`config.mk`:
```
export PLATFORM = sky130hd
export DESIGN_NAME = mem_access_unit_flat
export DESIGN_NICKNAME = d
export VERILOG_FILES = /design/src/rtl/mem_access_unit_if.sv /design/src/rtl/mem_access_unit.sv /design/src/flat_wrapper.sv
export SDC_FILE = /design/constraint.sdc
export NUM_CORES = 1
export LEC_CHECK = 0
export ABC_AREA = 0
export CORE_MARGIN = 2
export CORE_UTILIZATION = 45
export CTS_BUF_LIST = sky130_fd_sc_hd__clkbuf_8 sky130_fd_sc_hd__clkbuf_16
export CTS_CLUSTER_SIZE = 10
export DETAILED_ROUTE_END_ITERATION = 10
export GPL_ROUTABILITY_DRIVEN = 0
export MAX_ROUTING_LAYER = met4
export PLACE_DENSITY = 0.81
export SYNTH_ARGS = -nofsm -noshare
export SYNTH_HDL_FRONTEND = slang
export SYNTH_SLANG_ARGS = --single-unit
```
`constraint.sdc`:
```
create_clock -name clk -period 5.8 [get_ports clk]
set_clock_uncertainty 0.05 [all_clocks]
set_input_delay 1.16 -clock clk [delete_from_list [all_inputs] [get_ports clk]]
set_output_delay 1.16 -clock clk [all_outputs]
set_load 0.05 [all_outputs]
```
`src/rtl/mem_access_unit_if.sv`:
```
// mem_access_unit_if
// Bundles the signals between the EX/MEM pipeline register, the load/store
// sequencer, the word-wide data memory and the MEM/WB register.
//   req_*      : memory instruction from EX/MEM (valid, op, addr, wdata, pc, rd)
//   stall      : upstream freeze request
//   dm_*       : data memory port (read/write enables, word address, write
//                data, PC for the write log, combinational read data)
//   wb_*       : registered load result into MEM/WB
//   exc_adel/s : registered address-exception pulses (load/store)
// master = surrounding pipeline and memory, slave = mem_access_unit.
interface mem_access_unit_if;
  logic        req_valid;
  logic [2:0]  req_op;
  logic [31:0] req_addr;
  logic [31:0] req_wdata;
  logic [31:0] req_pc;
  logic [4:0]  req_rd;
  logic        stall;
  logic        dm_memread;
  logic        dm_memwrite;
  logic [31:0] dm_addr;
  logic [31:0] dm_wdata;
  logic [31:0] dm_pc;
  logic [31:0] dm_rdata;
  logic        wb_valid;
  logic [31:0] wb_data;
  logic [4:0]  wb_rd;
  logic [31:0] wb_pc;
  logic        exc_adel;
  logic        exc_ades;

  modport master (
    output req_valid, req_op, req_addr, req_wdata, req_pc, req_rd, dm_rdata,
    input  stall, dm_memread, dm_memwrite, dm_addr, dm_wdata, dm_pc,
           wb_valid, wb_data, wb_rd, wb_pc, exc_adel, exc_ades
  );

  modport slave (
    input  req_valid, req_op, req_addr, req_wdata, req_pc, req_rd, dm_rdata,
    output stall, dm_memread, dm_memwrite, dm_addr, dm_wdata, dm_pc,
           wb_valid, wb_data, wb_rd, wb_pc, exc_adel, exc_ades
  );
endinterface

```
`src/rtl/mem_access_unit.sv`:
```
// mem_access_unit
// Load/store sequencer between EX/MEM and a word-wide data memory. Loads are
// extended and registered into MEM/WB; sh/sb become a read-modify-write whose
// write lands one cycle later while upstream is stalled; bad addresses raise
// a one-cycle exception pulse instead of touching memory.
// Ports:
//   clk   : clock
//   reset : synchronous, active-high
//   bus   : mem_access_unit_if.slave (request, dm port, MEM/WB, exceptions)
//
// state | meaning
// IDLE  | accept a request: load, sw, or read phase of sh/sb
// WRITE | write the latched merged word of a sh/sb, upstream stalled
module mem_access_unit #(
  parameter int DM_WORDS = 1024
) (
  input  logic              clk,
  input  logic              reset,
  mem_access_unit_if.slave  bus
);

  localparam logic [31:0] ADDR_LIMIT = 32'(4 * DM_WORDS);

  localparam logic [2:0] OP_LW  = 3'b000;
  localparam logic [2:0] OP_LH  = 3'b001;
  localparam logic [2:0] OP_LHU = 3'b010;
  localparam logic [2:0] OP_LB  = 3'b011;
  localparam logic [2:0] OP_LBU = 3'b100;
  localparam logic [2:0] OP_SW  = 3'b101;
  localparam logic [2:0] OP_SH  = 3'b110;
  localparam logic [2:0] OP_SB  = 3'b111;

  typedef enum logic {IDLE = 1'b0, WRITE = 1'b1} state_t;

  state_t      state;
  logic [31:0] pend_addr;
  logic [31:0] pend_wdata;
  logic [31:0] pend_pc;

  logic        is_store;
  logic        is_word;
  logic        is_half;
  logic        addr_bad;
  logic        accept;
  logic [7:0]  byte_val;
  logic [15:0] half_val;
  logic [31:0] load_data;
  logic [31:0] merged;
  logic [31:0] word_addr;

  always_comb begin
    is_store  = (bus.req_op == OP_SW) || (bus.req_op == OP_SH) || (bus.req_op == OP_SB);
    is_word   = (bus.req_op == OP_LW) || (bus.req_op == OP_SW);
    is_half   = (bus.req_op == OP_LH) || (bus.req_op == OP_LHU) || (bus.req_op == OP_SH);
    addr_bad  = (bus.req_addr >= ADDR_LIMIT)
             || (is_word && (bus.req_addr[1:0] != 2'b00))
             || (is_half && bus.req_addr[0]);
    accept    = (state == IDLE) && bus.req_valid && !addr_bad;
    word_addr = {bus.req_addr[31:2], 2'b00};

    byte_val  = bus.dm_rdata[{bus.req_addr[1:0], 3'b000} +: 8];
    half_val  = bus.dm_rdata[{bus.req_addr[1], 4'b0000} +: 16];

    case (bus.req_op)
      OP_LH:   load_data = {{16{half_val[15]}}, half_val};
      OP_LHU:  load_data = {16'h0000, half_val};
      OP_LB:   load_data = {{24{byte_val[7]}}, byte_val};
      OP_LBU:  load_data = {24'h000000, byte_val};
      default: load_data = bus.dm_rdata;
    endcase

    merged = bus.dm_rdata;
    if (bus.req_op == OP_SB)
      merged[{bus.req_addr[1:0], 3'b000} +: 8] = bus.req_wdata[7:0];
    else
      merged[{bus.req_addr[1], 4'b0000} +: 16] = bus.req_wdata[15:0];
  end

  // Enables are gated by reset so a pending RMW write is dropped on reset.
  assign bus.stall       = (state == WRITE);
  assign bus.dm_memread  = !reset && accept && (bus.req_op != OP_SW);
  assign bus.dm_memwrite = !reset && ((state == WRITE) || (accept && (bus.req_op == OP_SW)));
  assign bus.dm_addr     = (state == WRITE) ? pend_addr  : word_addr;
  assign bus.dm_wdata    = (state == WRITE) ? pend_wdata : bus.req_wdata;
  assign bus.dm_pc       = (state == WRITE) ? pend_pc    : bus.req_pc;

  always_ff @(posedge clk) begin
    if (reset) begin
      state        <= IDLE;
      pend_addr    <= '0;
      pend_wdata   <= '0;
      pend_pc      <= '0;
      bus.wb_valid <= 1'b0;
      bus.wb_data  <= '0;
      bus.wb_rd    <= '0;
      bus.wb_pc    <= '0;
      bus.exc_adel <= 1'b0;
      bus.exc_ades <= 1'b0;
    end else begin
      bus.wb_valid <= 1'b0;
      bus.exc_adel <= 1'b0;
      bus.exc_ades <= 1'b0;
      case (state)
        IDLE: begin
          if (bus.req_valid) begin
            if (addr_bad) begin
              bus.exc_adel <= !is_store;
              bus.exc_ades <= is_store;
            end else if (!is_store) begin
              bus.wb_valid <= 1'b1;
              bus.wb_data  <= load_data;
              bus.wb_rd    <= bus.req_rd;
              bus.wb_pc    <= bus.req_pc;
            end else if (bus.req_op != OP_SW) begin
              pend_addr  <= word_addr;
              pend_wdata <= merged;
              pend_pc    <= bus.req_pc;
              state      <= WRITE;
            end
          end
        end
        WRITE: state <= IDLE;
        default: state <= IDLE;
      endcase
    end
  end

endmodule

```
`src/flat_wrapper.sv`:
```
// flat-port wrapper written by rule: the top's interface ports become plain ports
module mem_access_unit_flat 
#(
  parameter int DM_WORDS = 1024
)
  (clk, reset, bus_req_valid, bus_req_op, bus_req_addr, bus_req_wdata, bus_req_pc, bus_req_rd, bus_dm_rdata, bus_stall, bus_dm_memread, bus_dm_memwrite, bus_dm_addr, bus_dm_wdata, bus_dm_pc, bus_wb_valid, bus_wb_data, bus_wb_rd, bus_wb_pc, bus_exc_adel, bus_exc_ades);
  mem_access_unit_if bus_i ();
  input  logic clk;
  input  logic reset;
  input wire logic [$bits(bus_i.req_valid)-1:0] bus_req_valid;
  input wire logic [$bits(bus_i.req_op)-1:0] bus_req_op;
  input wire logic [$bits(bus_i.req_addr)-1:0] bus_req_addr;
  input wire logic [$bits(bus_i.req_wdata)-1:0] bus_req_wdata;
  input wire logic [$bits(bus_i.req_pc)-1:0] bus_req_pc;
  input wire logic [$bits(bus_i.req_rd)-1:0] bus_req_rd;
  input wire logic [$bits(bus_i.dm_rdata)-1:0] bus_dm_rdata;
  output wire logic [$bits(bus_i.stall)-1:0] bus_stall;
  output wire logic [$bits(bus_i.dm_memread)-1:0] bus_dm_memread;
  output wire logic [$bits(bus_i.dm_memwrite)-1:0] bus_dm_memwrite;
  output wire logic [$bits(bus_i.dm_addr)-1:0] bus_dm_addr;
  output wire logic [$bits(bus_i.dm_wdata)-1:0] bus_dm_wdata;
  output wire logic [$bits(bus_i.dm_pc)-1:0] bus_dm_pc;
  output wire logic [$bits(bus_i.wb_valid)-1:0] bus_wb_valid;
  output wire logic [$bits(bus_i.wb_data)-1:0] bus_wb_data;
  output wire logic [$bits(bus_i.wb_rd)-1:0] bus_wb_rd;
  output wire logic [$bits(bus_i.wb_pc)-1:0] bus_wb_pc;
  output wire logic [$bits(bus_i.exc_adel)-1:0] bus_exc_adel;
  output wire logic [$bits(bus_i.exc_ades)-1:0] bus_exc_ades;
  assign bus_i.req_valid = bus_req_valid;
  assign bus_i.req_op = bus_req_op;
  assign bus_i.req_addr = bus_req_addr;
  assign bus_i.req_wdata = bus_req_wdata;
  assign bus_i.req_pc = bus_req_pc;
  assign bus_i.req_rd = bus_req_rd;
  assign bus_i.dm_rdata = bus_dm_rdata;
  assign bus_stall = bus_i.stall;
  assign bus_dm_memread = bus_i.dm_memread;
  assign bus_dm_memwrite = bus_i.dm_memwrite;
  assign bus_dm_addr = bus_i.dm_addr;
  assign bus_dm_wdata = bus_i.dm_wdata;
  assign bus_dm_pc = bus_i.dm_pc;
  assign bus_wb_valid = bus_i.wb_valid;
  assign bus_wb_data = bus_i.wb_data;
  assign bus_wb_rd = bus_i.wb_rd;
  assign bus_wb_pc = bus_i.wb_pc;
  assign bus_exc_adel = bus_i.exc_adel;
  assign bus_exc_ades = bus_i.exc_ades;
  mem_access_unit #(.DM_WORDS(DM_WORDS)) u_core (.clk(clk), .reset(reset), .bus(bus_i));
endmodule
```
==> impl_summary.log, run 1 <==
INFO  metric reg2reg_from = u_core.bus.stall
INFO  metric numClockSinks = 167
INFO  metric timing.hold.worst.start = u_core.pend_pc[13]
INFO  metric synthToLayoutAreaGrowth = 45.6%
INFO  metric outcome = finished clean
INFO  metric number_of_antenna_violations_at_the_first_check_in_global_routing = 0
INFO  metric grt_setup_unrepaired = false
INFO  metric detail_route.wirelength = between 20000 and 30000 µm
INFO  metric worstSetupPathType = in2out
INFO  metric yosys_most_used_dff = sky130_fd_sc_hd__dfxtp_1
INFO  metric ys_seq_elements = 167
INFO  metric worst_slew_pin_slew = approximately 1.1 ns
INFO  metric vdd.ir_drop.worst = 0.221 mV
INFO  metric clk-insertion-delay-late = 0.42 ns
INFO  metric synth_enable_flop_cells = 0
INFO  metric maximum_number_of_pins_on_one_net_before_global_route_repair = 78
INFO  metric die_h = approximately 140 µm
INFO  metric slew_violations = 0
INFO  metric first_global_vias = around 7500
INFO  metric net_count_reported_at_finish = 1332
INFO  metric timing.slew.headroom = about a quarter
INFO  metric ys.warnings.count = 0
INFO  metric post_synthesis_cells = 931
INFO  metric power.sequential.fraction = 42.8%
INFO  metric clkTransAtPathRegs = 0.06 ns
INFO  metric fillCellCount = 1428
INFO  metric detailedRoute.firstPassIterationCount = 6
INFO  metric timing.hold.worst.class = reg2reg
INFO  metric power.share.combinational = a little under a fifth
INFO  metric overflow_after_grt = 0
INFO  metric antenna_cells_inserted = 0
INFO  metric mappedNetlistArea = 7980 µm²
INFO  metric switching_power = ~0.77 mW
INFO  metric port-buffer-count = 307
INFO  metric drt-wirelength-per-cell = 18.7 µm
INFO  metric total_global_routing_track_utilization = 28.5%
INFO  metric capturing_element_type_of_the_critical_path = output port
INFO  metric num_rows = 48
INFO  metric maxClockFrequency = 0.199 GHz
INFO  metric hold-worst-slack = ~0.40 ns
INFO  metric most_common_library_cell_in_the_layout_ignoring_fill_and_taps = sky130_fd_sc_hd__clkdlybuf4s50_1
INFO  metric fraction_of_final_layout_cells_with_drive_strength_greater_than_1 = between 10% and 20%
INFO  metric report.final.setup_viol = 0
INFO  metric placement.setup.worst_slack = 0.820 ns
INFO  metric clock_path_buffers = 2
INFO  metric coreArea = 17300 µm²
INFO  metric grt_pass1_wl = a little over 40000 µm
INFO  metric number_of_violations_reported_at_the_end_of_detailed_routing_iteration_0 = 723
INFO  metric dr_total_vias = 8027
INFO  metric chipWidth = between 100 and 150 µm
INFO  metric fin_ws = 0.769 ns
INFO  metric post-cts-setup-buffer-count = 0
INFO  metric crit_path_dat = around 3.8 ns
INFO  metric layout_common_cells = sky130_fd_sc_hd__clkdlybuf4s50_1 (306), sky130_fd_sc_hd__nand2_1 (184), sky130_fd_sc_hd__dfxtp_1 (166)
INFO  metric place.detailed.hpwl = 19000 µm
INFO  metric totalNegativeSetupSlack = 0 ns
INFO  metric power.total = 2.68 mW
INFO  metric power.switching_fraction = between 20% and 30%
INFO  metric internal-power = about 1.9 mW
INFO  metric design.portCount = 310
INFO  metric worst_ep_required_time = 4.59 ns
INFO  metric route.detailed.vias_per_inst = approximately 5.6
INFO  metric die-area = ~19000 µm²
INFO  metric synth_cell_types = 50
INFO  metric finalHoldViolCount = 0
INFO  metric period_share = between 80% and 90%
INFO  metric power.leakage = 3.99 nW
INFO  metric synth.avg_cell_area = 8.57 µm²
INFO  metric final_antenna_net_count = 0
INFO  metric tritoncts.num_buffers = 17
INFO  metric pwr_density_cell = about 230 nW/µm²
INFO  metric fin_crit = around 5.0 ns
INFO  metric post-route-drc-count = 0
INFO  metric ctsHoldBuffers = 0
INFO  metric max_cap_violations = 0
INFO  metric initial_utilization = 46.1%
INFO  metric clk_root_buffer_cell = sky130_fd_sc_hd__clkbuf_16
INFO  metric critPathMaxFanout = 9
INFO  metric tritoncts = built
INFO  metric post_cts.resized_instances = 0
INFO  metric start_kind = input pin
INFO  metric htree_num_levels = 4
INFO  metric synth_sequential_area_ratio = between 40% and 50%
INFO  metric asr_flop_ratio_synth = 0%
INFO  metric crit_start = bus_req_addr[0]
INFO  metric clock_power_share = 39.0%
[power groups by stage]
stage,Clock (mW),Sequential (mW),Combinational [mW]
CTS,1.06,1.15,0.483
global route,1.11,1.15,0.510
finish,1.04,1.15,0.487
detailed placement,0,1.17,0.480
floorplan,0,1.18,0.260
global placement,0,1.17,0.478
[layer usage]
metal  vias to the layer above  track usage, %  part of all wire [%]
met5                         -               -                     0
met4                         0            10.5                   2.8
met3                        61            7.28                   9.3
met2                       397            44.8                    47
met1                      3721            35.3                    41
li1                       3848               -                     -
[Yosys cell counts, types with 4 or more instances]
library cell               instances  area (µm²)
sky130_fd_sc_hd__nor3_1           19        95.1
sky130_fd_sc_hd__or3_1             9        56.3
sky130_fd_sc_hd__nor4_1            8        50.1
sky130_fd_sc_hd__dfxtp_1         167        3340
sky130_fd_sc_hd__and2_1           20         125
sky130_fd_sc_hd__a21oi_1         103         515
sky130_fd_sc_hd__mux2i_1           4        40.0
sky130_fd_sc_hd__clkbuf_1         50         188
sky130_fd_sc_hd__buf_2            22         110
sky130_fd_sc_hd__o21bai_1          8        60.1
sky130_fd_sc_hd__mux2_2           97        1090
sky130_fd_sc_hd__nor2_1           76         285
sky130_fd_sc_hd__and3_1            5        31.3
sky130_fd_sc_hd__a222oi_1         19         190
sky130_fd_sc_hd__buf_4             6        45.0
sky130_fd_sc_hd__a22oi_1          16         120
sky130_fd_sc_hd__a211oi_1         55         413
sky130_fd_sc_hd__nand2_1         184         691
sky130_fd_sc_hd__ha_1              4        50.1
sky130_fd_sc_hd__a31oi_1          13        81.3
[critical path, stage by stage]
cell and delay (ns):
sky130_fd_sc_hd__clkdlybuf4s50_1 0.71, sky130_fd_sc_hd__inv_2 0.18, sky130_fd_sc_hd__ha_1 0.39, sky130_fd_sc_hd__or3_1 0.42, sky130_fd_sc_hd__a21oi_1 0.15, sky130_fd_sc_hd__nor4_1 0.06, sky130_fd_sc_hd__clkdlybuf4s50_1 0.75
[area by class of cell]
class	instances	area, µm²	share of cell area (%)
clock buffers	18	439	3.78
clock inverters	14	101	0.872
inverters	4	15.0	0.129
multi-input cells	681	4280	36.9
flip-flops and latches	167	3350	28.8
well taps	225	282	2.42
repair buffers	318	3150	27.1
[registers in the layout, summed over array words and instances (netlist names)]
| register | flops |
|---|---|
| u_core.bus.stall | 1 |
| u_core.bus.wb_valid | 1 |
| u_core.bus.wb_rd | 5 |
| u_core.pend_pc | 32 |
| u_core.bus.exc_adel | 1 |
| u_core.bus.wb_pc | 32 |
| u_core.pend_addr | 30 |
| u_core.bus.wb_data | 32 |
| u_core.bus.exc_ades | 1 |
| u_core.pend_wdata | 32 |
[worst paths after layout]
check	end	depth (start not counted)	slack, ns
worst max-delay path	bus_dm_memread	7	0.77
worst min-delay path	u_core.pend_pc[13]	2	0.40
worst min register to register	u_core.pend_pc[13]	2	0.40
worst max register to register	u_core.bus.wb_pc[29]	6	3.09
[cell families (layout without fill, tap and decap cells)]
kind of cell	after synthesis	count (layout)	synth area share, %
adder cells (fa/ha/maj)	4	4	0.627
other	1	2	0.0470
AND/OR/NAND/NOR	343	343	19.0
multiplexers	102	102	14.5
flip-flops	167	167	41.9
AO/OA/AOI/OAI	228	228	19.0
XOR/XNOR	2	2	0.314
buffers and inverters	84	354	4.58
[through the flow]
step,cells,instance area (µm²),utilization (%)
2_1_floorplan,932,7990,-
3_3_place_gp,1395,11100,64.1
3_5_place_dp,1395,11100,64.1
4_1_cts,1427,11600,67.2
5_1_grt,1427,11600,67.2
6_report,1427,11600,67.2
Power figures use the tool's default switching activity.
==> run 2, diff against run 1 <==
Settings changed: ABC_CLOCK_PERIOD_IN_PS set to 5300, CORE_UTILIZATION 45 to 44, PLACE_DENSITY 0.81 to 0.8.
Clock period 5.8 ns to 5.3 ns, I/O delays scaled along.
==> impl_summary.log, run 2 (synthesis results as in run 1) <==
INFO  metric clkTransAtPathRegs = 0.06 ns
INFO  metric global_route.peak_usage_layer = met2
INFO  metric fin_ws = 1.02 ns
INFO  metric timing.hold.worst.class = reg2reg
INFO  metric design.portCount = 310
INFO  metric initial_utilization = 44.6%
INFO  metric layout_common_cells = sky130_fd_sc_hd__clkdlybuf4s50_1 (304), sky130_fd_sc_hd__nand2_1 (184), sky130_fd_sc_hd__dfxtp_1 (166)
INFO  metric port-buffer-count = around 310
INFO  metric place.detailed.hpwl = between 15000 and 20000 µm
INFO  metric number_of_antenna_violations_at_the_first_check_in_global_routing = 0
INFO  metric die_h = 139 µm
INFO  metric period_share = about 80%
INFO  metric met3_use_gr = 7.29%
INFO  metric total_global_routing_track_utilization = 28.0%
INFO  metric timing.slew.headroom = around 24%
INFO  metric timing.hold.worst.start = u_core.bus.wb_pc[24]
INFO  metric cp.buffers_inverters = 3
INFO  metric overflow_after_grt = 0
INFO  metric detail_route.wirelength = around 27000 µm
INFO  metric synthToLayoutAreaGrowth = 46.7%
INFO  metric htree_num_levels = 4
INFO  metric min_path_cells = 2
INFO  metric path_delay_family = buffers and inverters
INFO  metric fraction_of_met2_tracks_used_by_global_routing = 44.2%
INFO  metric vdd.ir_drop.worst = 0.232 mV
INFO  metric cp_cell_sequence = clkdlybuf4s50_1 > inv_2 > ha_1 > or3_1 > a21oi_1 > nor4_1 > buf_4
INFO  metric number_of_violations_reported_at_the_end_of_detailed_routing_iteration_0 = ~700
INFO  metric worst-r2r-setup-slack = 2.36 ns
INFO  metric totalNegativeSetupSlack = 0 ns
INFO  metric clk_root_buffer_cell = sky130_fd_sc_hd__clkbuf_16
INFO  metric num_rows = 49
INFO  metric route.detailed.vias_per_inst = 5.68
INFO  metric first_global_vias = a little under 8000
INFO  metric final_antenna_net_count = 0
INFO  metric outcome = finished clean
INFO  metric worstSetupPathType = in2out
INFO  metric reg2regPathDepth = 7
INFO  metric crit_path_dat = 3.17 ns
INFO  metric start_kind = input pin
INFO  metric report.final.setup_viol = 0
INFO  metric die-area = 19200 µm²
INFO  metric fillCellCount = 1495
INFO  metric tritoncts = built
INFO  metric critPathMaxFanout = 9
INFO  metric grt_pass1_wl = 42100 µm
INFO  metric reg2reg_from = u_core.bus.stall
INFO  metric pwr_density_cell = 263 nW/µm²
INFO  metric clk-insertion-delay-late = about 0.43 ns
INFO  metric post-route-drc-count = 0
INFO  metric capturing_element_type_of_the_critical_path = output port
INFO  metric ctsHoldBuffers = 0
INFO  metric r2r-end = u_core.bus.wb_data[14]
INFO  metric finalHoldViolCount = 0
INFO  metric hold-path-endpoint = u_core.bus.wb_pc[24]
INFO  metric post_cts.resized_instances = 0
INFO  metric max_cap_violations = 0
INFO  metric most_common_library_cell_in_the_layout_ignoring_fill_and_taps = sky130_fd_sc_hd__clkdlybuf4s50_1
INFO  metric grt_setup_unrepaired = false
INFO  metric worst_slew_pin_slew = between 1 and 1.5 ns
INFO  metric sequential_cell_area = 3350 µm²
INFO  metric chipWidth = 139 µm
INFO  metric dr_total_vias = 8123
INFO  metric detailedRoute.firstPassIterationCount = 8
INFO  metric numClockSinks = about 170
INFO  metric net_count_reported_at_finish = 1331
INFO  metric clock_path_buffers = 2
INFO  metric cpPeakStageDelay = 0.68 ns
INFO  metric maximum_number_of_pins_on_one_net_before_global_route_repair = 77
INFO  metric tritoncts.num_buffers = 17
INFO  metric fin_crit = 4.28 ns
INFO  metric power.leakage = 4.03 nW
INFO  metric placement.setup.worst_slack = 1.07 ns
INFO  metric worst_ep_required_time = roughly 4.2 ns
INFO  metric slew_violations = 0
INFO  metric combined_area_of_the_multi_input_logic_cells = 4280 µm²
INFO  metric drt-wirelength-per-cell = between 15 and 20 µm
INFO  metric post-cts-setup-buffer-count = 0
INFO  metric maxClockFrequency = about 0.23 GHz
INFO  metric worst_path_max_delay_cell = sky130_fd_sc_hd__clkdlybuf4s50_1
INFO  metric coreArea = 17900 µm²
INFO  metric fraction_of_final_layout_cells_with_drive_strength_greater_than_1 = 13.0%
INFO  metric antenna_cells_inserted = 0
INFO  metric use_met1 = about a third
run 2: cell types whose count changed in the layout (fill, tap and decap cells not counted), sizes merged:
cell,previous run,this run
clkinvlp,3,1
clkdlybuf4s50,306,304
buf,12,13
bufinv,0,3
inv,9,8
run 2: worst max-delay path by stage:
stage	from	endpoint	slack (ns)	cells after the start
3_3_place_gp	bus_req_addr[0]	bus_dm_memread	1.08	7
5_1_grt	bus_req_addr[0]	bus_dm_memread	0.93	7
4_1_cts	bus_req_addr[0]	bus_dm_memread	1.05	7
3_5_place_dp	bus_req_addr[0]	bus_dm_memread	1.07	7
6_report	bus_req_addr[0]	bus_dm_memread	1.02	7
2_1_floorplan	bus_req_addr[1]	bus_dm_memread	0.75	7
run 2: per-layer routing:
metal / vias to the layer above / part of all wire [%]
met2: 407 / 46
met4: 0 / 3.7
li1: 3844 / -
met5: - / 0
met3: 95 / 8.7
met1: 3777 / 41
run 2: power breakdown:
group	switching, mW	total, mW	internal [mW]
registers	0.000191	1.25	1.25
logic	0.314	0.534	0.220
clock network	0.537	1.30	0.759
total	0.851	3.08	2.23
run 2: final cells by class:
class | instances | share of cell area, %
Sequential cell | 167 | 28.6
Multi-Input combinational cell | 681 | 36.6
Clock inverter | 14 | 1.45
Clock buffer | 18 | 3.75
Timing Repair Buffer | 317 | 27.0
Inverter | 4 | 0.128
Tap cell | 229 | 2.45
run 2: metrics by stage:
step | area (µm²) | hold slack (ns) | utilization [%] | std cells | power (mW)
after floorplan | 7990 | 0.374 | - | 932 | 1.57
after global placement | 11100 | 0.384 | 62.0 | 1398 | 1.81
after detailed placement | 11100 | 0.391 | 62.0 | 1398 | 1.81
after CTS | 11700 | 0.402 | 65.4 | 1430 | 3.09
after global routing | 11700 | 0.417 | 65.4 | 1430 | 3.17
final | 11700 | 0.398 | 65.4 | 1430 | 3.08
run 2: worst register-to-register path, stage by stage, from the launching register on:
cell and delay, ns:
sky130_fd_sc_hd__dfxtp_4 0.54, sky130_fd_sc_hd__buf_12 0.31, sky130_fd_sc_hd__nand2b_1 0.26, sky130_fd_sc_hd__nor3_1 0.34
sky130_fd_sc_hd__and3_2 0.67, sky130_fd_sc_hd__buf_12 0.35, sky130_fd_sc_hd__nor2_1 0.07, sky130_fd_sc_hd__a211oi_1 0.25
